--- src/rtl/rx_deserializer.sv ---
// Receive-side deserializer: captures mid-bit samples into an LSB-first character,
// checks start/stop framing, and queues {frame_err, data} in a small show-ahead FIFO.
module rx_deserializer #(
    parameter int           DEPTH = 4,
    parameter logic [3:0]   MID   = 4'b0111
) (
    input  logic       clk,
    input  logic       rst,
    input  logic       enable,
    input  logic       serial_in,
    input  logic [3:0] sample,
    input  logic [3:0] bit_idx,
    input  logic       char_rs,
    input  logic       pop,
    input  logic       clr_err,
    output logic [7:0] data,
    output logic       frame_err,
    output logic       empty,
    output logic       full,
    output logic       overrun
);
    localparam int PTR_W = $clog2(DEPTH);
    localparam int CNT_W = PTR_W + 1;

    logic [7:0]       shreg_q, shreg_d;
    logic             start_bad_q, start_bad_d;
    logic             stop_bad_q, stop_bad_d;
    logic [PTR_W-1:0] wr_ptr_q, wr_ptr_d;
    logic [PTR_W-1:0] rd_ptr_q, rd_ptr_d;
    logic [CNT_W-1:0] count_q, count_d;
    logic             overrun_q, overrun_d;
    logic [8:0]       mem_q [DEPTH];

    logic       capture;
    logic       do_push;
    logic       do_pop;
    logic       drop;
    logic [8:0] head;

    assign empty   = (count_q == '0);
    assign full    = (count_q == CNT_W'(DEPTH));
    assign capture = enable && (sample == MID);
    assign do_pop  = pop && !empty;
    // A full FIFO still accepts a character when the head leaves on the same edge.
    assign do_push = char_rs && (!full || do_pop);
    assign drop    = char_rs && full && !do_pop;

    always_comb begin
        shreg_d     = shreg_q;
        start_bad_d = start_bad_q;
        stop_bad_d  = stop_bad_q;
        if (capture) begin
            if (bit_idx == 4'd0)
                start_bad_d = serial_in;
            if (bit_idx == 4'd9)
                stop_bad_d = ~serial_in;
            for (int i = 0; i < 8; i++) begin
                if (bit_idx == 4'(i + 1))
                    shreg_d[i] = serial_in;
            end
        end
        // The frame is finished once char_rs arrives, even if its character is dropped.
        if (char_rs) begin
            shreg_d     = '0;
            start_bad_d = 1'b0;
            stop_bad_d  = 1'b0;
        end
    end

    always_comb begin
        wr_ptr_d  = wr_ptr_q;
        rd_ptr_d  = rd_ptr_q;
        count_d   = count_q;
        overrun_d = overrun_q;
        if (do_push)
            wr_ptr_d = wr_ptr_q + PTR_W'(1);
        if (do_pop)
            rd_ptr_d = rd_ptr_q + PTR_W'(1);
        if (do_push && !do_pop)
            count_d = count_q + CNT_W'(1);
        else if (do_pop && !do_push)
            count_d = count_q - CNT_W'(1);
        if (clr_err)
            overrun_d = 1'b0;
        if (drop)
            overrun_d = 1'b1;
    end

    always_ff @(posedge clk) begin
        if (!rst) begin
            shreg_q     <= '0;
            start_bad_q <= 1'b0;
            stop_bad_q  <= 1'b0;
            wr_ptr_q    <= '0;
            rd_ptr_q    <= '0;
            count_q     <= '0;
            overrun_q   <= 1'b0;
        end else begin
            shreg_q     <= shreg_d;
            start_bad_q <= start_bad_d;
            stop_bad_q  <= stop_bad_d;
            wr_ptr_q    <= wr_ptr_d;
            rd_ptr_q    <= rd_ptr_d;
            count_q     <= count_d;
            overrun_q   <= overrun_d;
        end
    end

    always_ff @(posedge clk) begin
        if (rst && do_push)
            mem_q[wr_ptr_q] <= {start_bad_q | stop_bad_q, shreg_q};
    end

    // Storage is not reset; outputs are masked while the FIFO is empty.
    assign head      = mem_q[rd_ptr_q];
    assign data      = empty ? 8'h00 : head[7:0];
    assign frame_err = empty ? 1'b0  : head[8];
    assign overrun   = overrun_q;
endmodule

--- config.mk ---
export PLATFORM = sky130hd
export DESIGN_NAME = rx_deserializer
export DESIGN_NICKNAME = d
export VERILOG_FILES = /design/src/rtl/rx_deserializer.sv
export SDC_FILE = /design/constraint.sdc
export NUM_CORES = 1
export LEC_CHECK = 0
export CAP_MARGIN = 0
export CELL_PAD_IN_SITES_DETAIL_PLACEMENT = 1
export CELL_PAD_IN_SITES_GLOBAL_PLACEMENT = 1
export CORE_MARGIN = 2
export CORE_UTILIZATION = 40
export CTS_BUF_LIST = sky130_fd_sc_hd__clkbuf_8
export DETAILED_ROUTE_END_ITERATION = 10
export PLACE_DENSITY = 0.81
export SETUP_SLACK_MARGIN = 0.05
export SYNTH_ARGS = -nofsm -noshare
export SYNTH_HDL_FRONTEND = slang
export SYNTH_SLANG_ARGS = --single-unit
export TNS_END_PERCENT = 1
--- constraint.sdc ---
create_clock -name clk -period 2.85 [get_ports clk]
set_input_delay 0.4275 -clock clk [delete_from_list [all_inputs] [get_ports clk]]
set_output_delay 0.4275 -clock clk [all_outputs]
set_load 0.005 [all_outputs]
Word level (Yosys, flattened, before mapping)
Memory sizes are Yosys's and may differ from the RTL's. A register that Yosys moved wholly into a read port is not among the register bits.
Cells that the tools add are included.
{"block": "totals", "regBits": 18, "ramBits": 36, "input_bits": 15, "out_inout_bits": 12, "word_cells": 71, "mem_count": 1}
{"name": "mem_q", "depth": 4, "word_bits": 9, "read_ports": 1, "rd_clocked_by_memory_dff": 1, "wr": 1, "line_no": "32", "source": "logic [8:0] mem_q [DEPTH];"}
{"block": "op_classes", "n_addsub": 4, "n_eq_ne": 11, "mux": 10, "bitwise": 3, "n_reduce_logical": 28}
{"cell": "== test 4 x 3 -> 1 bit (second input constant)", "n": 5}
{"cell": "AND reduction 2 bit", "n": 10}
{"cell": "== test 4 x 2 -> 1 bit (second input constant)", "n": 2}
{"cell": "== test 4 bit (second input constant)", "n": 2}
{"cell": "logical AND 1 bit", "n": 8}
{"cell": "2-to-1 mux 8 bit", "n": 1}
{"cell": "2-to-1 mux 3 bit", "n": 2}
{"cell": "2-to-1 mux 1 bit", "n": 5}
{"cell": "adder 2 x 1 -> 2 bit (second input constant)", "n": 2}
{"cell": "== test 4 x 1 -> 1 bit (second input constant)", "n": 1}
{"cell": "zero test 1 bit", "n": 4}
{"cell": "zero test 4 bit", "n": 1}
{"cell": "2-to-1 mux 2 bit", "n": 2}
{"cell": "nonzero test 2 bit", "n": 2}
{"cell": "adder 3 x 1 -> 3 bit (second input constant)", "n": 1}
{"cell": "== test 3 bit (second input constant)", "n": 1}
{"cell": "zero test 3 bit", "n": 1}
{"cell": "subtractor 3 x 1 -> 3 bit (second input constant)", "n": 1}
{"cell": "NOT 1 bit", "n": 2}
{"cell": "OR reduction 2 bit", "n": 1}
{"cell": "logical OR 1 bit", "n": 1}
{"cell": "OR 1 bit", "n": 1}

Longest topological paths before layout
{"block": "logic_depth", "word_depth": 9, "mapped_depth": 9, "mapped_depth_nobuf": 8}

Least setup slack after synthesis
No wires, ideal clock.
{"block": "synth_path", "kind": "register to register", "start": "register count_q[0]", "end": "register count_q[2]", "setup_time_ps": 70, "arrival_ps": 1956, "required_time_ps": 2780, "path_slack_ps": 824, "stages_incl_launch_ff": 10, "n_path_buf": 1, "period_less_slack_ps": 2026, "cell_sequence": "dfxtp_1 -> nor4b_1 -> nor2b_1 -> buf_2 -> ha_1 -> inv_1 -> fa_1 -> xor2_1 -> or3_1 -> a21oi_1"}
{"block": "synth_between", "elab_chain_cells": 8, "word_cells_on_any_way": 16, "cone_classes": "2 x add/sub; 1 x eq/ne; 2 x mux; 11 x reduce/logical"}
{"item": "start: declaration", "line_no": "30", "source": "logic [CNT_W-1:0] count_q, count_d;"}
{"item": "start signal: assignment", "line_no": "104", "source": "count_q <= count_d;"}
{"item": "parallel branches: the longest is 8 deep, another holds subtractor 3 x 1 -> 3 bit"}
Parallel ways; which one is timed is not known. The select of a mux whose other input is x is not followed.
A chain may end at the register's enable or synchronous reset.

==> impl_metrics.tcl <==
set metrics [dict create \
    drive_gt1_share_pct 13.1 \
    grt_max_degree 19 \
    overflow 0 \
    post-route-min-period_ns 2.60 \
    wl_microns 4620 \
    cp_max_fo 5 \
    synth-main-ff-cell "edfxtp_1" \
    clock-sinks 56 \
    ctsHoldBuffers 0 \
    pin_count 27 \
    ys_ff_latch 56 \
    cts_resized 0 \
    placed_area_sq_mm 0.00275 \
    r2r_start "count_q[1]" \
    async_reset_ff_share_pct 0 \
    path_clk_slew_ns 0.10 \
    drc 0 \
    syn_avg_cell_area_sq_um 14.5 \
    layout.nets 218 \
    synth_cells 165 \
    dpl.hpwl_microns 3330 \
    dp_worst_setup_slack_ns 0.321 \
    drv_slew 0 \
    syn-num-nets 186 \
    clockBufferDepth 2 \
    fillers 569 \
    grt_pass1_vias 1445 \
    die_h_microns 81.2 \
    grt_pass1_wl_microns 7400 \
    ys_types 33 \
    status "finished, final reports clean" \
    setup_tns_ns 0 \
    cts_tree "yes" \
    hold_viol_final 0 \
    ys_seq_area_share_pct 62.1 \
    num_vias 1405 \
    cts_htree_levels 2 \
    first_pass_iters 4 \
    design_area_sq_mm 0.00286 \
    antenna_left 0 \
    max_slew_margin_pct 64.9 \
    design.core.area_sq_mm 0.00585 \
    crit_type "reg2out" \
    finish.utilization_pct 48.9 \
    worst_setup_path_start_kind "register" \
    fmax_mhz 384 \
    rsz0062_at_grt "false" \
    period_share_pct 91.4 \
    numCtsBuffers 5 \
    n_antenna_cell 0 \
    arrival_ns 2.18 \
    antenna_found_initial 0 \
    clock_latency_ns 0.31 \
    worstMarginPinSlew_ns 0.527 \
    postCtsSetupBuffers 0 \
    cp-end-kind "output pin" \
    leakagePower_nw 1.05 \
    power_density_mw_per_mm2 751 \
    setup_viol 0 \
    initialDrtViolationCount 111 \
    vias_per_cell 5.15 \
    wire_per_inst_microns 16.9 \
    synth_edf_count 36 \
    peakVddDrop_uv 322 \
    io_buffers 26 \
    worstPathRequired_ns 2.42 \
    die_w_microns 81.2 \
    yosys_warnings 0 \
    drv_cap 0 \
    die_area_sq_mm 0.00660 \
    area_growth_syn_to_layout_pct 20.0 \
    min-delay-start "start_bad_q" \
    gp_congestion 0.723 \
    setup_ws_ns 0.246 \
    cts_root_buf "clkbuf_8" \
    clock_skew_ns 0.0101 \
    hold_path_class "reg2reg" \
    start_util_pct 40.8 \
    grt_usage_pct 15.2 \
    post_synth_instance_area_sq_mm 0.00239 \
    rows 28 \
]
per-layer routing:
| layer | wire length [microns] | up-vias | GRT usage (%) |
|---|---|---|---|
| met1 | 2070 | 694 | 19.9 |
| met5 | 0 | - | 0 |
| met2 | 2320 | 33 | 25.6 |
| met3 | 124 | 9 | 2.44 |
| li1 | - | 669 | - |
| met4 | 103 | 0 | 5.59 |
final cells by class:
class | count | area (sq um) | area share [%]
Clock buffer | 5 | 68.8 | 2.40
Clock inverter | 3 | 47.5 | 1.66
Inverter | 5 | 18.8 | 0.656
Multi-Input combinational cell | 99 | 862 | 30.1
Sequential cell | 56 | 1480 | 51.7
Tap cell | 75 | 93.8 | 3.28
Timing Repair Buffer | 30 | 290 | 10.1
cell families (layout without fill, tap and decap cells):
group	Yosys count	in the layout	synth area share (%)
simple gates	62	62	15.9
flops	56	56	62.1
mux	22	22	13.9
buf+inv	10	43	1.78
fa+ha+maj	6	6	3.46
compound gates	5	5	1.31
xor+xnor	4	4	1.47
placed cells by master, fill, tap and decap left out, types with 2 or more instances in the layout:
cell type / count
and2b_1: 8
nor2b_1: 4
ha_1: 5
nand2_1: 17
clkdlybuf4s50_1: 26
mux4_2: 9
nor3_1: 6
clkbuf_8: 5
buf_4: 4
clkinv_4: 2
dfxtp_1: 20
inv_1: 5
nand2b_1: 2
a21oi_1: 2
nor2_1: 6
xor2_1: 4
nor4_1: 4
edfxtp_1: 36
mux2i_1: 13
and3_1: 4
registers in the layout, indices dropped and copies added (netlist names), named ones only:
signal,cells
shreg_q,8
start_bad_q,1
stop_bad_q,1
count_q,3
mem_q,36
wr_ptr_q,2
rd_ptr_q,2
overrun,1
synthesized netlist by cell type, drive strengths merged (2+ instances only):
cell / instances / area (sq um)
and3: 4 / 25.0
edfxtp: 36 / 1080
nor2: 6 / 22.5
inv: 5 / 18.8
ha: 5 / 62.6
a21oi: 2 / 10.0
mux2i: 13 / 130
nor4: 4 / 25.0
nand2b: 2 / 12.5
or3: 2 / 13.8
xor2: 4 / 35.0
nor2b: 4 / 25.0
nand2: 17 / 63.8
buf: 4 / 20.0
mux4: 9 / 203
dfxtp: 20 / 400
nand3b: 2 / 27.5
nor3: 6 / 30.0
and2b: 8 / 60.1
where the power goes:
group / switching [mW] / internal (mW)
Clock: 0.253 / 0.265
Combinational: 0.244 / 0.394
Sequential: 0.0773 / 0.917
final timing paths:
| path | end | slack [ns] | depth (start not counted) |
|---|---|---|---|
| worst max-delay path | data[3] | 0.25 | 4 |
| worst min-delay path | start_bad_q | 0.47 | 2 |
| worst max register to register | count_q[2] | 0.65 | 7 |
| worst min register to register | start_bad_q | 0.47 | 2 |
per-stage QoR:
stage | hold slack, ns | std cells | power (mW)
2_1_floorplan | 0.430 | 165 | 1.35
3_3_place_gp | 0.448 | 265 | 1.63
3_5_place_dp | 0.469 | 265 | 1.66
4_1_cts | 0.480 | 273 | 2.17
5_1_grt | 0.497 | 273 | 2.28
6_report | 0.470 | 273 | 2.15
critical path, stage by stage, from the launching register on:
cell and delay, ns:
dfxtp_1 0.52, buf_4 0.23, mux4_2 0.51, and2b_1 0.17
clkdlybuf4s50_1 0.44
(Power assumes the default switching activity.)
